**config.mk**
```make
export PLATFORM = sky130hd
export DESIGN_NAME = uart_rx_buffer
export DESIGN_NICKNAME = d
export VERILOG_FILES = /design/src/rtl/uart_pkg.sv /design/src/rtl/sync_fifo_fwft.sv /design/src/rtl/uart_rx_buffer.sv
export SDC_FILE = /design/constraint.sdc
export NUM_CORES = 1
export LEC_CHECK = 0
export ABC_AREA = 0
export CAP_MARGIN = 20
export CORE_ASPECT_RATIO = 0.7
export CORE_MARGIN = 2
export CORE_UTILIZATION = 35
export CTS_CLUSTER_DIAMETER = 50
export CTS_CLUSTER_SIZE = 30
export DETAILED_ROUTE_END_ITERATION = 10
export PLACE_DENSITY_LB_ADDON = 0.12
export SYNTH_ARGS = -nofsm -noshare
export SYNTH_HDL_FRONTEND = slang
export SYNTH_SLANG_ARGS = --single-unit
```
**constraint.sdc**
```tcl
create_clock -name clk -period 3.95 [get_ports clk]
set_input_delay 0.395 -clock clk [delete_from_list [all_inputs] [get_ports clk]]
set_output_delay 0.395 -clock clk [all_outputs]
set_load 0.01 [all_outputs]
```
**src/rtl/uart_pkg.sv**
```systemverilog
// uart_pkg: constants and types shared by the UART receive-side buffer.
//   UART_DATA_W   - receiver byte width
//   RXBUF_DEPTH   - default receive buffer depth (entries)
//   rxbuf_state_t - capture FSM states
package uart_pkg;

  localparam int UART_DATA_W = 8;
  localparam int RXBUF_DEPTH = 16;

  typedef enum logic {
    WAIT = 1'b0,
    ACK  = 1'b1
  } rxbuf_state_t;

endpackage

```
**src/rtl/sync_fifo_fwft.sv**
```systemverilog
// sync_fifo_fwft: synchronous first-word-fall-through FIFO.
// The head entry is visible on rdata whenever the FIFO is not empty
// (0 when empty). A push into a full FIFO is accepted when a pop
// happens in the same cycle.
// Ports:
//   clk, rst        - clock, asynchronous active-high reset
//   push, wdata     - write request and data
//   pop             - read request (ignored while empty)
//   rdata           - head-of-FIFO data
//   full, empty     - occupancy flags
//   count           - occupancy, 0..DEPTH
//   push_ok, pop_ok - the push/pop that actually takes effect this cycle
module sync_fifo_fwft
  import uart_pkg::*;
#(
  parameter int DEPTH  = RXBUF_DEPTH,
  parameter int DATA_W = UART_DATA_W
) (
  input  logic                     clk,
  input  logic                     rst,
  input  logic                     push,
  input  logic [DATA_W-1:0]        wdata,
  input  logic                     pop,
  output logic [DATA_W-1:0]        rdata,
  output logic                     full,
  output logic                     empty,
  output logic [$clog2(DEPTH):0]   count,
  output logic                     push_ok,
  output logic                     pop_ok
);

  localparam int AW = $clog2(DEPTH);
  localparam logic [AW:0] FULL_CNT = (AW+1)'(DEPTH);

  logic [DATA_W-1:0] mem [DEPTH];
  logic [AW-1:0]     wr_ptr;
  logic [AW-1:0]     rd_ptr;

  assign full    = (count == FULL_CNT);
  assign empty   = (count == '0);
  assign pop_ok  = pop && !empty;
  // When full, wr_ptr == rd_ptr: the pop reads the old head before the
  // edge overwrites that slot, so the combined push/pop is safe.
  assign push_ok = push && (!full || pop_ok);
  assign rdata   = empty ? '0 : mem[rd_ptr];

  always_ff @(posedge clk) begin
    if (push_ok) mem[wr_ptr] <= wdata;
  end

  always_ff @(posedge clk or posedge rst) begin
    if (rst) begin
      wr_ptr <= '0;
      rd_ptr <= '0;
      count  <= '0;
    end else begin
      if (push_ok) wr_ptr <= wr_ptr + 1'b1;
      if (pop_ok)  rd_ptr <= rd_ptr + 1'b1;
      case ({push_ok, pop_ok})
        2'b10:   count <= count + 1'b1;
        2'b01:   count <= count - 1'b1;
        default: count <= count;
      endcase
    end
  end

endmodule

```
**src/rtl/uart_rx_buffer.sv**
```systemverilog
// uart_rx_buffer: captures bytes from the UART receiver, acknowledges
// each one on rx_ready_clr and queues it in a FWFT FIFO presented as a
// valid/ready stream. Bytes arriving while the FIFO is full (and not
// popping) are dropped but still acknowledged; overflow is sticky.
// Ports:
//   clk, rst                - clock, asynchronous active-high reset
//   rx_ready, rx_data       - receiver byte-available flag and byte
//   rx_ready_clr            - registered acknowledge to the receiver
//   m_data, m_valid, m_ready- consumer stream
//   count, full, empty      - FIFO occupancy
//   overflow, overflow_clr  - sticky drop flag and its clear (set wins)
// Optional (macro UART_RX_BUF_STATS_EN):
//   rx_byte_cnt [15:0]      - acknowledged bytes, wrapping
//   drop_cnt    [7:0]       - dropped bytes, saturating at 255
//
// Capture FSM:
//   state | meaning
//   WAIT  | idle; rx_ready=1 pushes rx_data and moves to ACK
//   ACK   | rx_ready_clr high until rx_ready is sampled low
module uart_rx_buffer
  import uart_pkg::*;
#(
  parameter int DEPTH  = RXBUF_DEPTH,
  parameter int DATA_W = UART_DATA_W
) (
  input  logic                   clk,
  input  logic                   rst,
  input  logic                   rx_ready,
  input  logic [DATA_W-1:0]      rx_data,
  output logic                   rx_ready_clr,
  output logic [DATA_W-1:0]      m_data,
  output logic                   m_valid,
  input  logic                   m_ready,
  output logic [$clog2(DEPTH):0] count,
  output logic                   full,
  output logic                   empty,
  output logic                   overflow,
  input  logic                   overflow_clr
`ifdef UART_RX_BUF_STATS_EN
  ,
  output logic [15:0]            rx_byte_cnt,
  output logic [7:0]             drop_cnt
`endif
);

  rxbuf_state_t state;
  logic         capture;
  logic         drop;
  logic         push_ok;
  logic         pop_ok;

  // rx_ready is only looked at in WAIT, so a held flag yields one push.
  assign capture = (state == WAIT) && rx_ready;
  assign drop    = capture && !push_ok;
  assign m_valid = !empty;

  sync_fifo_fwft #(
    .DEPTH  (DEPTH),
    .DATA_W (DATA_W)
  ) u_fifo (
    .clk     (clk),
    .rst     (rst),
    .push    (capture),
    .wdata   (rx_data),
    .pop     (m_ready),
    .rdata   (m_data),
    .full    (full),
    .empty   (empty),
    .count   (count),
    .push_ok (push_ok),
    .pop_ok  (pop_ok)
  );

  always_ff @(posedge clk or posedge rst) begin
    if (rst) begin
      state        <= WAIT;
      rx_ready_clr <= 1'b0;
      overflow     <= 1'b0;
    end else begin
      if (drop)              overflow <= 1'b1;
      else if (overflow_clr) overflow <= 1'b0;

      case (state)
        WAIT: begin
          if (rx_ready) begin
            state        <= ACK;
            rx_ready_clr <= 1'b1;
          end
        end
        ACK: begin
          if (!rx_ready) begin
            state        <= WAIT;
            rx_ready_clr <= 1'b0;
          end
        end
        default: begin
          state        <= WAIT;
          rx_ready_clr <= 1'b0;
        end
      endcase
    end
  end

`ifdef UART_RX_BUF_STATS_EN
  always_ff @(posedge clk or posedge rst) begin
    if (rst) begin
      rx_byte_cnt <= '0;
      drop_cnt    <= '0;
    end else begin
      if (capture) rx_byte_cnt <= rx_byte_cnt + 1'b1;
      if (drop && (drop_cnt != 8'hFF)) drop_cnt <= drop_cnt + 1'b1;
    end
  end
`endif

endmodule

```
==> results.md, run 1 <==
* Power density cells at 718 nW/um^2
* Async SR Flop Fraction at 11.1%
* Crit-path max FO at 13
* Status: finished clean
* Logic pwr share at 29.9%
* Post-DP HPWL at 8010 um
* Area delta synth->final at 21.2%
* Die area at 18,100 sq um
* Cell count after placement at 575
* Final Hold Viols at 0
* Multi-input gate area at 1580 sq um
* CORE AREA at 16,500 sq um
* CP Capture Type: output port
* TNS Setup at 0 ns
* H-tree level count at 4
* Startpoint type of the worst setup path: flop
* Mapped Area at 5970 sq um
* Tot GR Track Use at 14.8%
* I/O pin count at 31
* F_max at 0.297 GHz
* FP Rows at 39
* Clock power share at 31.7%
* Final Cell Area at 7230 sq um
* P_int at 3.65 mW
* Dpl cell area at 6620 sq um
* Post-synthesis sequential area ratio at 71.1%
* First-pass GRT wire length at 19,300 um
* Sequential cell area at 4250 sq um
* Total wire length at 12,500 um
* Worst Max-Slew Pin Slew at 0.739 ns
* Via count of the first global-routing pass at 3,048
* Flop pwr share at 38.3%
* Yosys top cell area share at 64.4%
* Fillers at 1,494
* Clock Skews at 0.0134 ns
* Post-synthesis cell count at 316
* Clock Latency Late Sink at 0.41 ns
* HP Class: in -> async
* CTS sink cnt at 144
* Drt wl/cell at 20.6 um
* Die Y at 113 um
* Largest area contributor in the netlist: edfxtp_1
* Diodes inserted at 0
* Gp weighted congestion at 0.780
* Syn Area/Cell at 18.9 sq um
* IO Port Bufs at 30
* Clk root buf: clkbuf_16
* Min Hold Slack at 0.361 ns
* Final Non-Filler Cells at 607
* Dominant cells by area after synthesis: edfxtp_1 (64%), mux4_2 (12%), dfrtp_1 (6.7%)
* Share of layout cells above drive strength 1 at 26.7%
* Setup-failing EPs final at 0
* FF+latch count, synth at 144
* Max IR drop VDD at 0.383 mV
* Critical path class: reg -> out
* LEAKAGE at 2.46 nW
* Routed Antenna Nets at 0
* Fin crit share at 85.1%
* Largest net degree at the start of global routing at 28
* Most frequently used flop master after synthesis: edfxtp_1
* Mapped Nets at 339
* Clk slew on worst S/H paths at 0.07 ns
* Total CTS buffers at 17
* Sw Share at 29.7%
* Initial antenna violation count at 0
* Post-CTS Setup Inserts at 0
* Post-DR vias/cell at 4.88
* Critical Path AT at 2.97 ns
* Max cap viols at 0
* CTS tree: yes
* Initial drt markers at 212
* Synth Warn # at 0
* # hold bufs at CTS at 0
* Final WS setup at 0.587 ns
* Final #Nets at 392
* Post_cts resized at 0
* Synth unique cells at 42
* Post-Place Worst Slack at 0.832 ns
* Final Max Slew Viols at 0
* Gr ovfl total at 0
* WP data required at 3.56 ns
* Initial Util at 36.2%
* Psw at 1.54 mW
* CTS Buffer Depth at 2
* Crit path time final at 3.36 ns
* Via count at 2,961
* DR pass1 iterations at 4
* Post-synth EDFFs at 128
* # DRC at 0
* Unrepaired setup endpoints after global routing: no
* Slew margin rel. at 50.7%
* Die Span X at 160 um
==> sequential cells by signal (all words and copies together) (netlist names) <==
| signal | count |
|---|---|
| overflow | 1 |
| rx_ready_clr | 1 |
| state | 1 |
| u_fifo.count | 5 |
| u_fifo.mem | 128 |
| u_fifo.rd_ptr | 4 |
| u_fifo.wr_ptr | 4 |
==> critical path: stages, from the launching register on <==
cell and delay [ns]:
dfrtp_2 0.63, buf_4 0.33, mux4_2 0.55, mux2_2 0.27, o21ai_0 0.18, a21oi_1 0.07
clkdlybuf4s50_1 0.52
==> layer usage <==
layer  vias to the layer above  GRT usage, %  part of all wire (%)
met5                         -             0                     0
met4                         0          5.05                  0.65
met3                         7          3.19                   3.8
met2                        64          20.8                    43
met1                      1531          22.7                    53
li1                       1359             -                     -
==> cell families (layout without fill, tap and decap cells) <==
group | after synthesis | count (layout) | share of synthesized area [%]
flip-flops | 144 | 144 | 71.1
XOR/XNOR | 9 | 9 | 1.32
adder cells (fa/ha/maj) | 10 | 10 | 2.22
multiplexers | 54 | 54 | 16.3
buffers and inverters | 28 | 94 | 2.33
AND/OR/NAND/NOR | 41 | 41 | 3.48
AO/OA/AOI/OAI | 30 | 30 | 3.21
==> path summary, 6_finish.rpt <==
| kind | cells past startpoint | startpoint | slack, ns | end |
|---|---|---|---|---|
| max reg2reg | 9 | u_fifo.count[0]$_DFFE_PP0P_ | 0.79 | u_fifo.count[4]$_DFFE_PP0P_ |
| max in group asynchronous | 2 | rst | 3.13 | u_fifo.rd_ptr[0]$_DFFE_PP0P_ |
| min in group clk | 1 | rx_ready | 0.46 | state$_DFF_PP0_ |
| min | 2 | rst | 0.36 | u_fifo.count[3]$_DFFE_PP0P_ |
| max | 6 | u_fifo.rd_ptr[0]$_DFFE_PP0P_ | 0.59 | m_data[2] |
| min reg2reg | 2 | rx_ready_clr$_DFFE_PP0P_ | 0.49 | rx_ready_clr$_DFFE_PP0P_ |
==> Yosys cell counts, types with 2 or more instances <==
master and number:
edfxtp_1 128, mux4_2 32, dfrtp_1 16, nor2_1 15, inv_1 11, a21oi_1 10, ha_1 9, mux2_2 9
mux2i_1 9, xnor2_1 8, nand2_1 7, o21ai_1 6, clkbuf_1 5, o21ai_0 5, buf_2 4, nand2b_1 4
nand3_1 4, nor3_1 4, buf_6 3, a211oi_1 2, buf_1 2, clkbuf_2 2, mux2_1 2
==> power by group through the flow <==
stage | Combinational, mW | Clock (mW) | Sequential, mW
after floorplan | 1.14 | 0 | 1.90
after global placement | 1.59 | 0 | 2.02
after detailed placement | 1.58 | 0 | 2.03
after CTS | 1.59 | 1.69 | 2.00
after global routing | 1.71 | 1.76 | 2.02
final | 1.55 | 1.65 | 1.99
==> layout make-up <==
cell class,count,area share (%)
Clock buffer,18,5.93
Clock inverter,14,2.53
Inverter,11,0.571
Multi-Input combinational cell,144,21.9
Sequential cell,144,58.7
Tap cell,225,3.89
Timing Repair Buffer,51,6.50
==> cell usage in the layout, fill, tap and decap left out, types with 3 or more instances in the layout <==
| master | synthesis | routed |
|---|---|---|
| clkdlybuf4s50_1 | 0 | 30 |
| xnor2_1 | 8 | 8 |
| inv_6 | 0 | 3 |
| mux4_2 | 32 | 32 |
| buf_4 | 1 | 20 |
| inv_1 | 11 | 11 |
| o21ai_1 | 6 | 6 |
| nand2_1 | 7 | 7 |
| clkinv_4 | 0 | 5 |
| bufinv_16 | 0 | 3 |
| mux2_2 | 9 | 9 |
| ha_1 | 9 | 9 |
| nor2_1 | 15 | 15 |
| nand2b_1 | 4 | 4 |
| edfxtp_1 | 128 | 128 |
| mux2i_1 | 9 | 9 |
| nand3_1 | 4 | 4 |
| a21oi_1 | 10 | 10 |
| clkbuf_16 | 0 | 17 |
| nor3_1 | 4 | 4 |
| dfrtp_1 | 16 | 15 |
| o21ai_0 | 5 | 5 |
==> through the flow <==
step	utilization [%]	power, mW
floorplan	-	3.03
global placement	40.1	3.61
detailed placement	40.1	3.60
CTS	43.9	5.27
global route	43.9	5.49
finish	43.9	5.19
(Power assumes the default switching activity.)
==> inputs of run 2 (changes only) <==
--- a/config.mk
+++ b/config.mk
@@ -13,7 +13,7 @@
 export CTS_CLUSTER_DIAMETER = 50
 export CTS_CLUSTER_SIZE = 30
 export DETAILED_ROUTE_END_ITERATION = 10
-export PLACE_DENSITY_LB_ADDON = 0.12
+export PLACE_DENSITY = 0.52
 export SYNTH_ARGS = -nofsm -noshare
 export SYNTH_HDL_FRONTEND = slang
 export SYNTH_SLANG_ARGS = --single-unit
==> results.md, run 2 (same netlist as run 1, synthesis figures left out) <==
* IO Port Bufs at 30
* LEAKAGE at 2.47 nW
* Die Span X at 160 um
* Total wire length at 12,400 um
* FP Rows at 39
* Via count of the first global-routing pass at 3,129
* Startpoint type of the worst setup path: flop
* Final Cell Area at 7260 sq um
* Clk root buf: clkbuf_16
* Post-Place Worst Slack at 0.844 ns
* Slew margin rel. at 45.8%
* Final Max Slew Viols at 0
* Share of layout cells above drive strength 1 at 26.9%
* Final WS setup at 0.645 ns
* Post-DP HPWL at 8220 um
* Crit path time final at 3.30 ns
* Diodes inserted at 0
* Unrepaired setup endpoints after global routing: no
* Commonest non-fill, non-tap cells in the layout: edfxtp_1 (128), mux4_2 (32), clkdlybuf4s50_1 (30), buf_4 (22), clkbuf_16 (17)
* Initial antenna violation count at 0
* Biggest regs: u_fifo.mem (128), u_fifo.count (5)
* Fillers at 1,451
* Crit-path max FO at 19
* Biggest register: u_fifo.mem
* Setup-failing EPs final at 0
* CTS Buffer Depth at 2
* Routed Antenna Nets at 0
* Final #Nets at 393
* Commonest non-fill, non-tap cell in the layout: edfxtp_1
* Total CTS buffers at 17
* Dpl cell area at 6620 sq um
* Final core occ at 44.0%
* WP data required at 3.56 ns
* Tot GR Track Use at 14.7%
* Die Y at 113 um
* Initial drt markers at 263
* Status: finished clean
* F_max at 0.303 GHz
* Post_cts resized at 0
* CORE AREA at 16,500 sq um
* Max FFs per register at 128
* # hold bufs at CTS at 0
* Drt wl/cell at 20.5 um
* # DRC at 0
* Via count at 2,989
* Final Total Pwr at 5.29 mW
* Post-DR vias/cell at 4.92
* CTS sink cnt at 144
* Initial Util at 36.2%
* Area delta synth->final at 21.7%
* Worst R2R Path Depth at 9
* H-tree level count at 4
* Die area at 18,100 sq um
* Final Hold Viols at 0
* Clk slew on worst S/H paths at 0.06 ns
* TNS Setup at 0 ns
* Power density cells at 728 nW/um^2
* Gr ovfl total at 0
* Fin crit share at 83.7%
* Critical path class: reg -> out
* Worst Max-Slew Pin Slew at 0.814 ns
* First-pass GRT wire length at 19,300 um
* CTS tree: yes
* Max IR drop VDD at 0.394 mV
* HP Class: in -> async
* Gp weighted congestion at 0.745
* CP Capture Type: output port
* Max cap viols at 0
* Largest net degree at the start of global routing at 26
* Clock Skews at 0.00999 ns
* I/O pin count at 31
* DR pass1 iterations at 4
* Clock Latency Late Sink at 0.41 ns
* Post-CTS Setup Inserts at 0
* Critical Path AT at 2.91 ns
[run 2: changes by cell type in the layout (fill, tap and decap cells not counted), moves of 2 or more]
cell / delta
inv_6: -2
bufinv_16: +2
clkinv_4: -2
clkinv_2: +2
buf_4: +2
[run 2: path summary, 6_finish.rpt]
path | from | end | slack [ns]
max in group asynchronous | rst | u_fifo.rd_ptr[0]$_DFFE_PP0P_ | 3.11
setup / recovery | u_fifo.rd_ptr[0]$_DFFE_PP0P_ | m_data[2] | 0.65
hold / removal | rst | state$_DFF_PP0_ | 0.38
setup reg to reg | u_fifo.count[0]$_DFFE_PP0P_ | u_fifo.count[4]$_DFFE_PP0P_ | 0.85
hold reg to reg | state$_DFF_PP0_ | rx_ready_clr$_DFFE_PP0P_ | 0.49
min in group clk | rx_ready | state$_DFF_PP0_ | 0.48
[run 2: per-stage QoR]
stage / hold slack, ns / cells
floorplan: 0.309 / 316
global placement: 0.453 / 576
detailed placement: 0.484 / 576
CTS: 0.404 / 608
global route: 0.445 / 608
finish: 0.376 / 608
[run 2: layout make-up]
class	instances	area, sq um	share of cell area, %
clock buffers	19	433	5.96
clock inverters	13	210	2.90
inverters	11	41.3	0.569
multi-input cells	144	1580	21.8
flip-flops and latches	144	4250	58.5
well taps	225	282	3.88
repair buffers	52	465	6.41
[run 2: critical path: stages, from the launching register on]
cell	delay (ns)
dfrtp_2	0.77
mux4_2	0.59
mux2_2	0.31
o21ai_0	0.25
a21oi_1	0.07
clkdlybuf4s50_1	0.51
[run 2: per-layer routing]
layer  part of all wire, %  up-vias  track usage (%)
met1                    50     1544             23.0
met2                    42       79             20.3
li1                      -     1357                -
met4                  0.89        0             4.68
met5                     0        -                0
met3                   6.8        9             3.19
[run 2: report_power, final]
group	internal [mW]	leakage, nW	switching [mW]
combinational	0.841	0.817	0.687
clock	1.12	0.308	0.613
sequential	1.80	1.34	0.224
total	3.76	2.47	1.52
